`config.mk`:
```
export PLATFORM = sky130hd
export DESIGN_NAME = quire_acc_writer_flat
export DESIGN_NICKNAME = d
export VERILOG_FILES = /design/src/rtl/quire_acc_writer_if.sv /design/src/rtl/quire_acc_writer.sv /design/src/flat_wrapper.sv
export SDC_FILE = /design/constraint.sdc
export NUM_CORES = 2
export LEC_CHECK = 0
export ABC_AREA = 1
export CAP_MARGIN = 10
export CORE_ASPECT_RATIO = 0.8
export CORE_MARGIN = 2
export CORE_UTILIZATION = 30
export DETAILED_ROUTE_END_ITERATION = 8
export PLACE_DENSITY = 0.56
export SETUP_SLACK_MARGIN = 0.15
export SLEW_MARGIN = 20
export SYNTH_ARGS = -nofsm -noshare
export SYNTH_HDL_FRONTEND = slang
export SYNTH_SLANG_ARGS = --single-unit
```
`constraint.sdc`:
```
create_clock -name clk -period 4.65 [get_ports clk]
set_clock_uncertainty 0.15 [all_clocks]
set_input_delay 0.465 -clock clk [delete_from_list [all_inputs] [get_ports clk]]
set_output_delay 0.465 -clock clk [all_outputs]
set_load 0.01 [all_outputs]
```
`src/rtl/quire_acc_writer_if.sv`:
```
// rtl/quire_acc_writer_if.sv - product input handshake for quire_acc_writer
interface quire_acc_writer_if;
    logic        in_valid;
    logic        in_ready;
    logic [63:0] in_mag;
    logic        in_sign;
    logic [8:0]  in_off;

    modport master (output in_valid, in_mag, in_sign, in_off, input in_ready);
    modport slave  (input in_valid, in_mag, in_sign, in_off, output in_ready);
endinterface

```
`src/rtl/quire_acc_writer.sv`:
```
// rtl/quire_acc_writer.sv - carry-save quire write side: 2-stage accumulate, flush/drain/clear FSM
// Optional product guard counter enabled by defining ACC_GUARD_CNT_EN.
module quire_acc_writer (
    input  logic                     clk,
    input  logic                     rst_n,
    quire_acc_writer_if.slave        prod,
    input  logic                     flush,
    output logic                     csa_enable,
    input  logic [1:0]               adr_even,
    input  logic [1:0]               adr_odd,
    output logic [79:0]              frac_even,
    output logic [79:0]              frac_odd,
    input  logic                     rd_finish,
    output logic                     busy,
    output logic                     ovf,
    output logic                     guard_full
);
    typedef enum logic [1:0] {ACCUM, FLUSH_WAIT, DRAIN, CLEAR} state_t;

    state_t        state_q, state_d;
    logic          in_ready_q, in_ready_d;
    logic          csa_enable_q, csa_enable_d;
    logic          ovf_q, ovf_d;

    logic          s1_v_q, s1_v_d;
    logic [2:0]    s1_k_q, s1_k_d;
    logic          s1_sign_q, s1_sign_d;
    logic [127:0]  s1_w_q, s1_w_d;

    logic          s2_v_q, s2_v_d;
    logic [2:0]    s2_k_q, s2_k_d;
    logic [79:0]   s2_lo_q, s2_lo_d;
    logic [79:0]   s2_hi_q, s2_hi_d;

    logic [79:0]   even_q [4];
    logic [79:0]   even_d [4];
    logic [79:0]   odd_q  [4];
    logic [79:0]   odd_d  [4];

    logic          accept;
    logic          gfull_d;
    logic [79:0]   lo_raw, hi_raw;
    logic [1:0]    idx, idx_p1;

    assign accept = prod.in_valid & in_ready_q;

`ifdef ACC_GUARD_CNT_EN
    logic [14:0] gcnt_q, gcnt_d;
    logic        gfull_q;

    always_comb begin
        gcnt_d  = gcnt_q;
        gfull_d = gfull_q;
        if (state_q == CLEAR) begin
            gcnt_d  = '0;
            gfull_d = 1'b0;
        end else if (accept && !gfull_q) begin
            gcnt_d = gcnt_q + 15'd1;
            if (gcnt_d == 15'h7FFF) gfull_d = 1'b1;
        end
    end

    always_ff @(posedge clk or negedge rst_n) begin
        if (!rst_n) begin
            gcnt_q  <= '0;
            gfull_q <= 1'b0;
        end else begin
            gcnt_q  <= gcnt_d;
            gfull_q <= gfull_d;
        end
    end

    assign guard_full = gfull_q;
`else
    assign gfull_d    = 1'b0;
    assign guard_full = 1'b0;
`endif

    always_comb begin
        state_d = state_q;
        case (state_q)
            ACCUM:      if (flush)     state_d = FLUSH_WAIT;
            // Stage 2 retires on the same edge that leaves FLUSH_WAIT.
            FLUSH_WAIT: if (!s1_v_q)   state_d = DRAIN;
            DRAIN:      if (rd_finish) state_d = CLEAR;
            CLEAR:                     state_d = ACCUM;
            default:                   state_d = ACCUM;
        endcase

        in_ready_d   = (state_d == ACCUM) && !gfull_d;
        csa_enable_d = (state_d != DRAIN) && (state_d != CLEAR);

        s1_v_d    = accept;
        s1_k_d    = s1_k_q;
        s1_sign_d = s1_sign_q;
        s1_w_d    = s1_w_q;
        if (accept) begin
            s1_k_d    = prod.in_off[8:6];
            s1_sign_d = prod.in_sign;
            s1_w_d    = {64'b0, prod.in_mag} << prod.in_off[5:0];
        end

        lo_raw  = {16'b0, s1_w_q[63:0]};
        hi_raw  = {16'b0, s1_w_q[127:64]};
        s2_v_d  = s1_v_q;
        s2_k_d  = s1_k_q;
        s2_lo_d = s1_sign_q ? (~lo_raw + 80'd1) : lo_raw;
        s2_hi_d = s1_sign_q ? (~hi_raw + 80'd1) : hi_raw;

        idx    = s2_k_q[2:1];
        idx_p1 = idx + 2'd1;
        even_d = even_q;
        odd_d  = odd_q;
        ovf_d  = ovf_q;
        if (state_q == CLEAR) begin
            for (int i = 0; i < 4; i++) begin
                even_d[i] = '0;
                odd_d[i]  = '0;
            end
            ovf_d = 1'b0;
        end else if (s2_v_q) begin
            // Blocks k and k+1 land in opposite banks, so each bank sees one write.
            if (!s2_k_q[0]) begin
                even_d[idx] = even_q[idx] + s2_lo_q;
                odd_d[idx]  = odd_q[idx] + s2_hi_q;
            end else begin
                odd_d[idx] = odd_q[idx] + s2_lo_q;
                if (idx != 2'd3) even_d[idx_p1] = even_q[idx_p1] + s2_hi_q;
                else if (s2_hi_q != '0) ovf_d = 1'b1;
            end
        end
    end

    always_ff @(posedge clk or negedge rst_n) begin
        if (!rst_n) begin
            state_q      <= ACCUM;
            in_ready_q   <= 1'b1;
            csa_enable_q <= 1'b1;
            ovf_q        <= 1'b0;
            s1_v_q       <= 1'b0;
            s1_k_q       <= '0;
            s1_sign_q    <= 1'b0;
            s1_w_q       <= '0;
            s2_v_q       <= 1'b0;
            s2_k_q       <= '0;
            s2_lo_q      <= '0;
            s2_hi_q      <= '0;
            for (int i = 0; i < 4; i++) begin
                even_q[i] <= '0;
                odd_q[i]  <= '0;
            end
        end else begin
            state_q      <= state_d;
            in_ready_q   <= in_ready_d;
            csa_enable_q <= csa_enable_d;
            ovf_q        <= ovf_d;
            s1_v_q       <= s1_v_d;
            s1_k_q       <= s1_k_d;
            s1_sign_q    <= s1_sign_d;
            s1_w_q       <= s1_w_d;
            s2_v_q       <= s2_v_d;
            s2_k_q       <= s2_k_d;
            s2_lo_q      <= s2_lo_d;
            s2_hi_q      <= s2_hi_d;
            for (int i = 0; i < 4; i++) begin
                even_q[i] <= even_d[i];
                odd_q[i]  <= odd_d[i];
            end
        end
    end

    assign prod.in_ready = in_ready_q;
    assign csa_enable    = csa_enable_q;
    assign ovf           = ovf_q;
    assign busy          = (state_q != ACCUM) || s1_v_q || s2_v_q;
    assign frac_even     = even_q[adr_even];
    assign frac_odd      = odd_q[adr_odd];
endmodule

```
`src/flat_wrapper.sv`:
```
// flat-port wrapper written by rule: the top's interface ports become plain ports
module quire_acc_writer_flat 
  (clk, rst_n, flush, csa_enable, adr_even, adr_odd, frac_even, frac_odd, rd_finish, busy, ovf, guard_full, prod_in_valid, prod_in_mag, prod_in_sign, prod_in_off, prod_in_ready);
  quire_acc_writer_if prod_i ();
  input  logic clk;
  input  logic rst_n;
  input  logic flush;
  output logic csa_enable;
  input  logic [1:0] adr_even;
  input  logic [1:0] adr_odd;
  output logic [79:0] frac_even;
  output logic [79:0] frac_odd;
  input  logic rd_finish;
  output logic busy;
  output logic ovf;
  output logic guard_full;
  input wire logic [$bits(prod_i.in_valid)-1:0] prod_in_valid;
  input wire logic [$bits(prod_i.in_mag)-1:0] prod_in_mag;
  input wire logic [$bits(prod_i.in_sign)-1:0] prod_in_sign;
  input wire logic [$bits(prod_i.in_off)-1:0] prod_in_off;
  output wire logic [$bits(prod_i.in_ready)-1:0] prod_in_ready;
  assign prod_i.in_valid = prod_in_valid;
  assign prod_i.in_mag = prod_in_mag;
  assign prod_i.in_sign = prod_in_sign;
  assign prod_i.in_off = prod_in_off;
  assign prod_in_ready = prod_i.in_ready;
  quire_acc_writer u_core (.clk(clk), .rst_n(rst_n), .prod(prod_i), .flush(flush), .csa_enable(csa_enable), .adr_even(adr_even), .adr_odd(adr_odd), .frac_even(frac_even), .frac_odd(frac_odd), .rd_finish(rd_finish), .busy(busy), .ovf(ovf), .guard_full(guard_full));
endmodule
```
* After elaboration in Yosys (flattened, before gate mapping)
Index checks and enable logic that the tools add are counted.
Cells by class: eq/ne operators 8, mux-type cells 41, reductions and logical operators 14, magnitude comparators 6, $add $sub $neg 7, shift-type cells 1, bitwise gates (word level) 7
Operator list (count):
- two-way mux 320 bit | 7
- bitwise mux 320 bit | 4
- two-way mux 80 bit | 14
- binary-select mux 80 bit (select 2 bit) | 5
- adder 80 bit | 4
- demux 80 bit (select 2 bit) | 2
- adder 80 x 1 -> 80 bit, second input constant | 2
- inverter 64 -> 80 bit | 2
- << shifter 64 x 6 -> 128 bit | 1
- nonzero test 80 bit | 1
- >= comparator 3 bit, second input constant | 4
- inverter 2 -> 3 bit | 4
- case mux 2 bit (4 select lines) | 1
- nonzero test 2 bit | 4
- less-than comparator 3 x 1 -> 1 bit, second input constant | 2
- two-way mux 2 bit | 3
- inequality test 2 bit, second input constant | 3
- two-way mux 1 bit | 5
- equality test 2 bit, second input constant | 2
- zero test 2 bit | 2
- AND reduction 4 bit | 1
- logical AND 1 bit | 3
- inequality test 3 bit, second input constant | 1
- adder 2 x 1 -> 2 bit, second input constant | 1
- 5 further kinds | 6
Word-level totals: output and inout bits 165, bits of input ports 83, register bits after elaboration 942

* Logic depth before layout (Yosys ltp)
depth after elaboration 11, mapped depth 27, depth with buffers taken out 23

* Worst setup path before layout
No wires, ideal clock.
kind register -> register, start register u_core.s2_k_q[1], end register u_core.even_q[140] (netlist name), buffers on the path 4, cell stages (with the launch flop) 26, arrival time 3.831 ns, period minus slack after synthesis 4.098 ns, path slack 0.552 ns, path through dfrtp_1 inv_1 clkbuf_1 clkbuf_1 clkbuf_1 ha_1 inv_2 clkbuf_1 o21ai_0 o22ai_1 ha_1 fa_1 nand3_1 nand3_1 nand2_1 nand2_1 nand2_1 nand2_1 nand3_1 nand3_1 nand2_1 nand3b_1 nand3_1 nand2_1 nand2_1 nand2_1
On the way: longest elaborated chain between the ends 11
Ends and longest elaborated chain:
- start: declaration | line quire_acc_writer.sv:31 | logic [2:0] s2_k_q, s2_k_d;
- start signal: assignment | line quire_acc_writer.sv:162 | s2_k_q <= s2_k_d;
- adder 2 x 1 -> 2 bit | line quire_acc_writer.sv:111 | idx_p1 = idx + 2'd1;
- inverter 2 -> 3 bit (implied by the code) | line quire_acc_writer.sv:128 | if (idx != 2'd3) even_d[idx_p1] = even_q[idx_p1] + s2_hi_q;
- binary-select mux 80 bit (select 2 bit), or another cell as far along | line quire_acc_writer.sv:128
- two-way mux 80 bit (implied by the code) / logical AND 1 bit (equally long branches) | line quire_acc_writer.sv:128
- two-way mux 80 bit (implied by the code) | line quire_acc_writer.sv:128
- adder 80 bit / demux 80 bit (select 2 bit) (equally long branches) | line quire_acc_writer.sv:128
- bitwise mux 320 bit | line quire_acc_writer.sv:128
- two-way mux 320 bit | line quire_acc_writer.sv:128
- two-way mux 320 bit | line quire_acc_writer.sv:123 | if (!s2_k_q[0]) begin
- two-way mux 320 bit | line quire_acc_writer.sv:121 | end else if (s2_v_q) begin
- two-way mux 320 bit | line quire_acc_writer.sv:115 | if (state_q == CLEAR) begin
- end signal: indexed assignment | line quire_acc_writer.sv:166 | even_q[i] <= even_d[i];
- end: declaration | line quire_acc_writer.sv:35 | logic [79:0] even_q [4];
Several ways; a longest one is shown, not always the timed one. The select of a mux whose other input is x is not followed. A chain may end at the register's enable or synchronous reset.

* Worst setup path after layout
start register u_core.s2_k_q[2], end register u_core.odd_q[141] (netlist name)
On the way: longest elaborated chain between the ends 9
Ends and longest elaborated chain:
- inverter 2 -> 3 bit (implied by the code) (*) | line quire_acc_writer.sv:125, quire_acc_writer.sv:127
- binary-select mux 80 bit (select 2 bit), or another cell as far along | line quire_acc_writer.sv:125, quire_acc_writer.sv:127
- two-way mux 80 bit (implied by the code) / logical AND 1 bit (equally long branches) | line quire_acc_writer.sv:125, quire_acc_writer.sv:127
- two-way mux 80 bit (implied by the code) | line quire_acc_writer.sv:125, quire_acc_writer.sv:127
- adder 80 bit, or another cell as far along | line quire_acc_writer.sv:125 | odd_d[idx] = odd_q[idx] + s2_hi_q;
- bitwise mux 320 bit (on tied branches) | line quire_acc_writer.sv:125, quire_acc_writer.sv:127
- two-way mux 320 bit (*) | line quire_acc_writer.sv:123
- two-way mux 320 bit (*) | line quire_acc_writer.sv:121
- two-way mux 320 bit (*) | line quire_acc_writer.sv:115
- end signal: indexed assignment | line quire_acc_writer.sv:167 | odd_q[i] <= odd_d[i];
- end: declaration | line quire_acc_writer.sv:37 | logic [79:0] odd_q [4];
Every way passes the cells marked *; elsewhere a longest branch is shown, timed or not. The select of a mux whose other input is x is not followed.

==> metrics.md <==
| Metric | Value |
|---|---|
| Outcome | `complete, no violations` |
| FF-to-FF Start | `u_core.s2_k_q[2]` |
| Compound-cell area share of the yosys netlist | `0.176` |
| Kind of critical path | `register to register` |
| Hold EP | `u_core.s1_k_q[0]` |
| Tmin final | `4.44 ns` |
| Max Cap Viol | `0` |
| Routed length per instance | `25.0 um` |
| Number of DRC markers in iteration 0 | `13800` |
| Most used cell along the critical path | `nand2_1` |
| Worst Max-Slew Pin Slew | `1.20 ns` |
| Final setup fails | `0` |
| Synthesized cell area | `0.0828 sq mm` |
| Effective utilization at floorplan | `0.302` |
| Flop-to-flop setup slack | `0.21 ns` |
| I/O Buffers | `246` |
| Synth Warn # | `0` |
| Worst R2R End | `u_core.odd_q[141]` |
| Clock Sinks | `941` |
| Critical-path maximum fanout | `34` |
| Post-synthesis adder-cell area fraction | `0.0496` |
| Asr flop ratio synth | `1.00` |
| Worst Setup End Kind | `register` |
| Flops & latches, synth | `941` |
| CTS tree | `built` |
| CP peak stage delay | `0.57 ns` |
| Maximum clock path buffer count | `3` |
| Multiplexer share of the synthesized area | `0.00101` |
| Fmax | `225 MHz` |
| Sequential cell area fraction in the yosys report | `0.284` |
| EDFF count, synth | `0` |
| Tightest Hold Check Type | `input port to register` |
| Fin. Hold Viols | `0` |
| Gpl congestion | `1.07` |
| Clk pin slew, worst setup/hold paths | `0.06 ns` |
| Relative slew slack | `0.196` |
| Pre-antenna DRT Iters | `9` |
| Die Area | `0.280 sq mm` |
| Syn_nets | `14200` |
| Area share of and/or/nand/nor cells after synthesis | `0.369` |
| Critical path's slowest cell | `dfrtp_4` |
| Skew-Pair Late Insertion Delay | `0.83 ns` |
| Mapped Cells | `13800` |
| Xor-xnor portion of the synthesized cell area | `0.0226` |
| CP Launch Type | `register` |
| Data required time of the worst path | `5.22 ns` |
| FF-to-FF path depth | `20` |
| Routed vias/inst | `5.44` |
| IO Pins | `248` |
| Pins Over Slew Limit | `0` |
| Top FF cell, synth | `dfrtp_1` |
| Setup TNS | `0 ns` |
| Row count | `172` |
| CTS root buffer | `clkbuf_16` |
| Post-synthesis cell type count | `61` |
| Antenna violations before repair | `61` |
| Layout cells sized above 1 | `0.0900` |
| Total core area | `0.275 sq mm` |
| Die height | `474 um` |
| RSZ-0062 raised after global routing | `true` |
| Largest family of logic cells by synthesized area | `simple AND/OR/NAND/NOR gates` |
| First-pass GRT wire length | `644000 um` |
| Vias | `99400` |
| Crit path DAT | `5.01 ns` |
| Routed WL | `456000 um` |
| Vias in the first global route | `89200` |
| Mean Syn Cell Area | `6.01 sq um` |
| Area Growth Syn to Fin | `19.8%` |
| Worst Hold Depth | `3` |
| H-tree levels | `3` |
| GRT Total Usage | `0.315` |
| FILL cells | `30300` |
| Dpl hpwl | `355000 um` |
| Die X | `591 um` |
| Critical Path, Cell by Cell | `inv_6, buf_4, o21ai_0, o22ai_1, buf_4, ha_1, nand2_1, nor2_1, inv_1, nor2_1, inv_1, nor2_2, nand3_1, nand2_1, nand2_1, nand2_1, nand2_1, nand2_1, nand2_1, nand2_1` |
| Post-DRT Antenna Nets | `0` |
| Post-CTS setup buffers | `0` |
| Pin count of the biggest net entering global routing | `148` |
| Hold Crit Start | `prod_in_off[6]` |
| DRC | `0` |
| GR Overflow Total | `0` |
| Nets | `14900` |
| Period utilization | `0.955` |
| Cts bufs inserted | `111` |
## synth_stat cells, drive strengths merged, types with 50 or more instances
| master | count | area, sq um |
|---|---|---|
| nor3 | 81 | 468 |
| nor4 | 64 | 415 |
| o22ai | 486 | 3050 |
| nor2 | 1857 | 7140 |
| a31oi | 119 | 744 |
| inv | 1509 | 5670 |
| nand3 | 872 | 4490 |
| a21oi | 493 | 2470 |
| nand3b | 51 | 387 |
| o21ai | 1387 | 6990 |
| xnor2 | 62 | 543 |
| clkbuf | 422 | 1580 |
| nand4 | 50 | 313 |
| buf | 161 | 786 |
| ha | 322 | 4030 |
| xor2 | 148 | 1330 |
| nand2 | 4534 | 17100 |
| dfrtp | 939 | 23500 |
## cell usage in the layout (no fill, tap or decap), types with 18 or more instances in the layout
cell and instances:
o221ai_1 31, nand2_1 4515, nor2_1 1798, nand3_1 847, o21bai_1 46, inv_2 30, o21ai_0 1336, clkbuf_16 113
clkbuf_1 26, nand4_1 50, a21oi_1 490, clkdlybuf4s50_1 237, nand3b_1 50, nor2_2 33, dfrtp_1 935, nor2_4 25
a22o_1 18, xor2_1 142, nand2_2 19, or2_2 21, o22ai_1 479, o21ai_1 41, inv_1 1472, a31oi_1 119
nor4_1 63, clkbuf_8 23, o211ai_1 22, xnor2_1 62, buf_4 848, buf_12 52, nor3_1 71, ha_1 320
diode_2 32, clkinv_2 21, nand3_2 25
## routing by layer
metal / global-route usage / wire length, um
met5: 0.00707 / 798
met4: 0.114 / 17900
met3: 0.106 / 61000
met2: 0.441 / 180000
met1: 0.444 / 197000
## kinds of logic (layout without fill, tap and decap cells)
group | after synthesis | after routing
buffers and inverters | 2097 | 2877
muxes | 8 | 8
DFF | 941 | 941
adders and majority gates | 326 | 326
AOI/OAI and AO/OA | 2650 | 2650
xor gates and xnor gates | 210 | 210
and+or+nand+nor | 7552 | 7552
other | 1 | 33
## flip-flops by register name, indices dropped and copies added (netlist names)
name and flops:
u_core.s1_v_q 1, u_core.state_q 2, u_core.csa_enable 1, u_core.odd_q 320, u_core.s1_k_q 3, u_core.prod.in_ready 1, u_core.ovf 1, u_core.s1_w_q 127
u_core.s2_k_q 3, u_core.s2_lo_q 80, u_core.s2_v_q 1, u_core.even_q 320, u_core.s1_sign_q 1, u_core.s2_hi_q 80
## cell type report
| cell class | instances | area [sq um] | area share |
|---|---|---|---|
| tap | 3654 | 4570 | 0.0461 |
| clock inverter | 50 | 678 | 0.00684 |
| timing repair buffer | 1153 | 10000 | 0.101 |
| sequential | 941 | 23600 | 0.238 |
| multi-input combinational | 10700 | 51400 | 0.518 |
| antenna | 32 | 80.1 | 0.000807 |
| clock buffer | 160 | 3190 | 0.0322 |
| inverter | 1514 | 5710 | 0.0576 |
## per-stage QoR
stage,area [sq um],setup WS (ns),util,instances,hold WS [ns]
after CTS,98900,0.225,0.360,18200,0.0530
after global routing,99100,0.115,0.361,18200,0.0937
final,99200,0.209,0.361,18300,0.0704
after floorplan,82800,0.552,-,13800,0.0194
after detailed placement,95000,0.235,0.346,18000,0.221
after global placement,95000,0.229,0.346,18000,0.207
## what timing repair did
action,4_1_cts,5_1_grt
gates resized for setup,0,25
endpoints found under the setup margin,0,89
hold endpoints to repair,55,0
hold buffers,1,0
## how the worst max path moves through the flow
stage                               to              from
global placement    u_core.even_q[236]  u_core.s2_k_q[1]
global route         u_core.odd_q[141]  u_core.s2_k_q[2]
CTS                  u_core.odd_q[141]  u_core.s2_k_q[2]
finish               u_core.odd_q[141]  u_core.s2_k_q[2]
detailed placement  u_core.even_q[234]  u_core.s2_k_q[1]
floorplan           u_core.even_q[140]  u_core.s2_k_q[1]
## worst max-delay path: cells and delay by family (launching register included)
family | cells | cell delay (ns)
compound gates | 2 | 0.38
fa+ha+maj | 1 | 0.31
buf+inv | 5 | 1.06
flops | 1 | 0.57
simple gates | 12 | 1.79
Power is left out: the tool's default activity adds up to more than one toggle a clock period on the data nets, which glitch-free logic cannot reach.
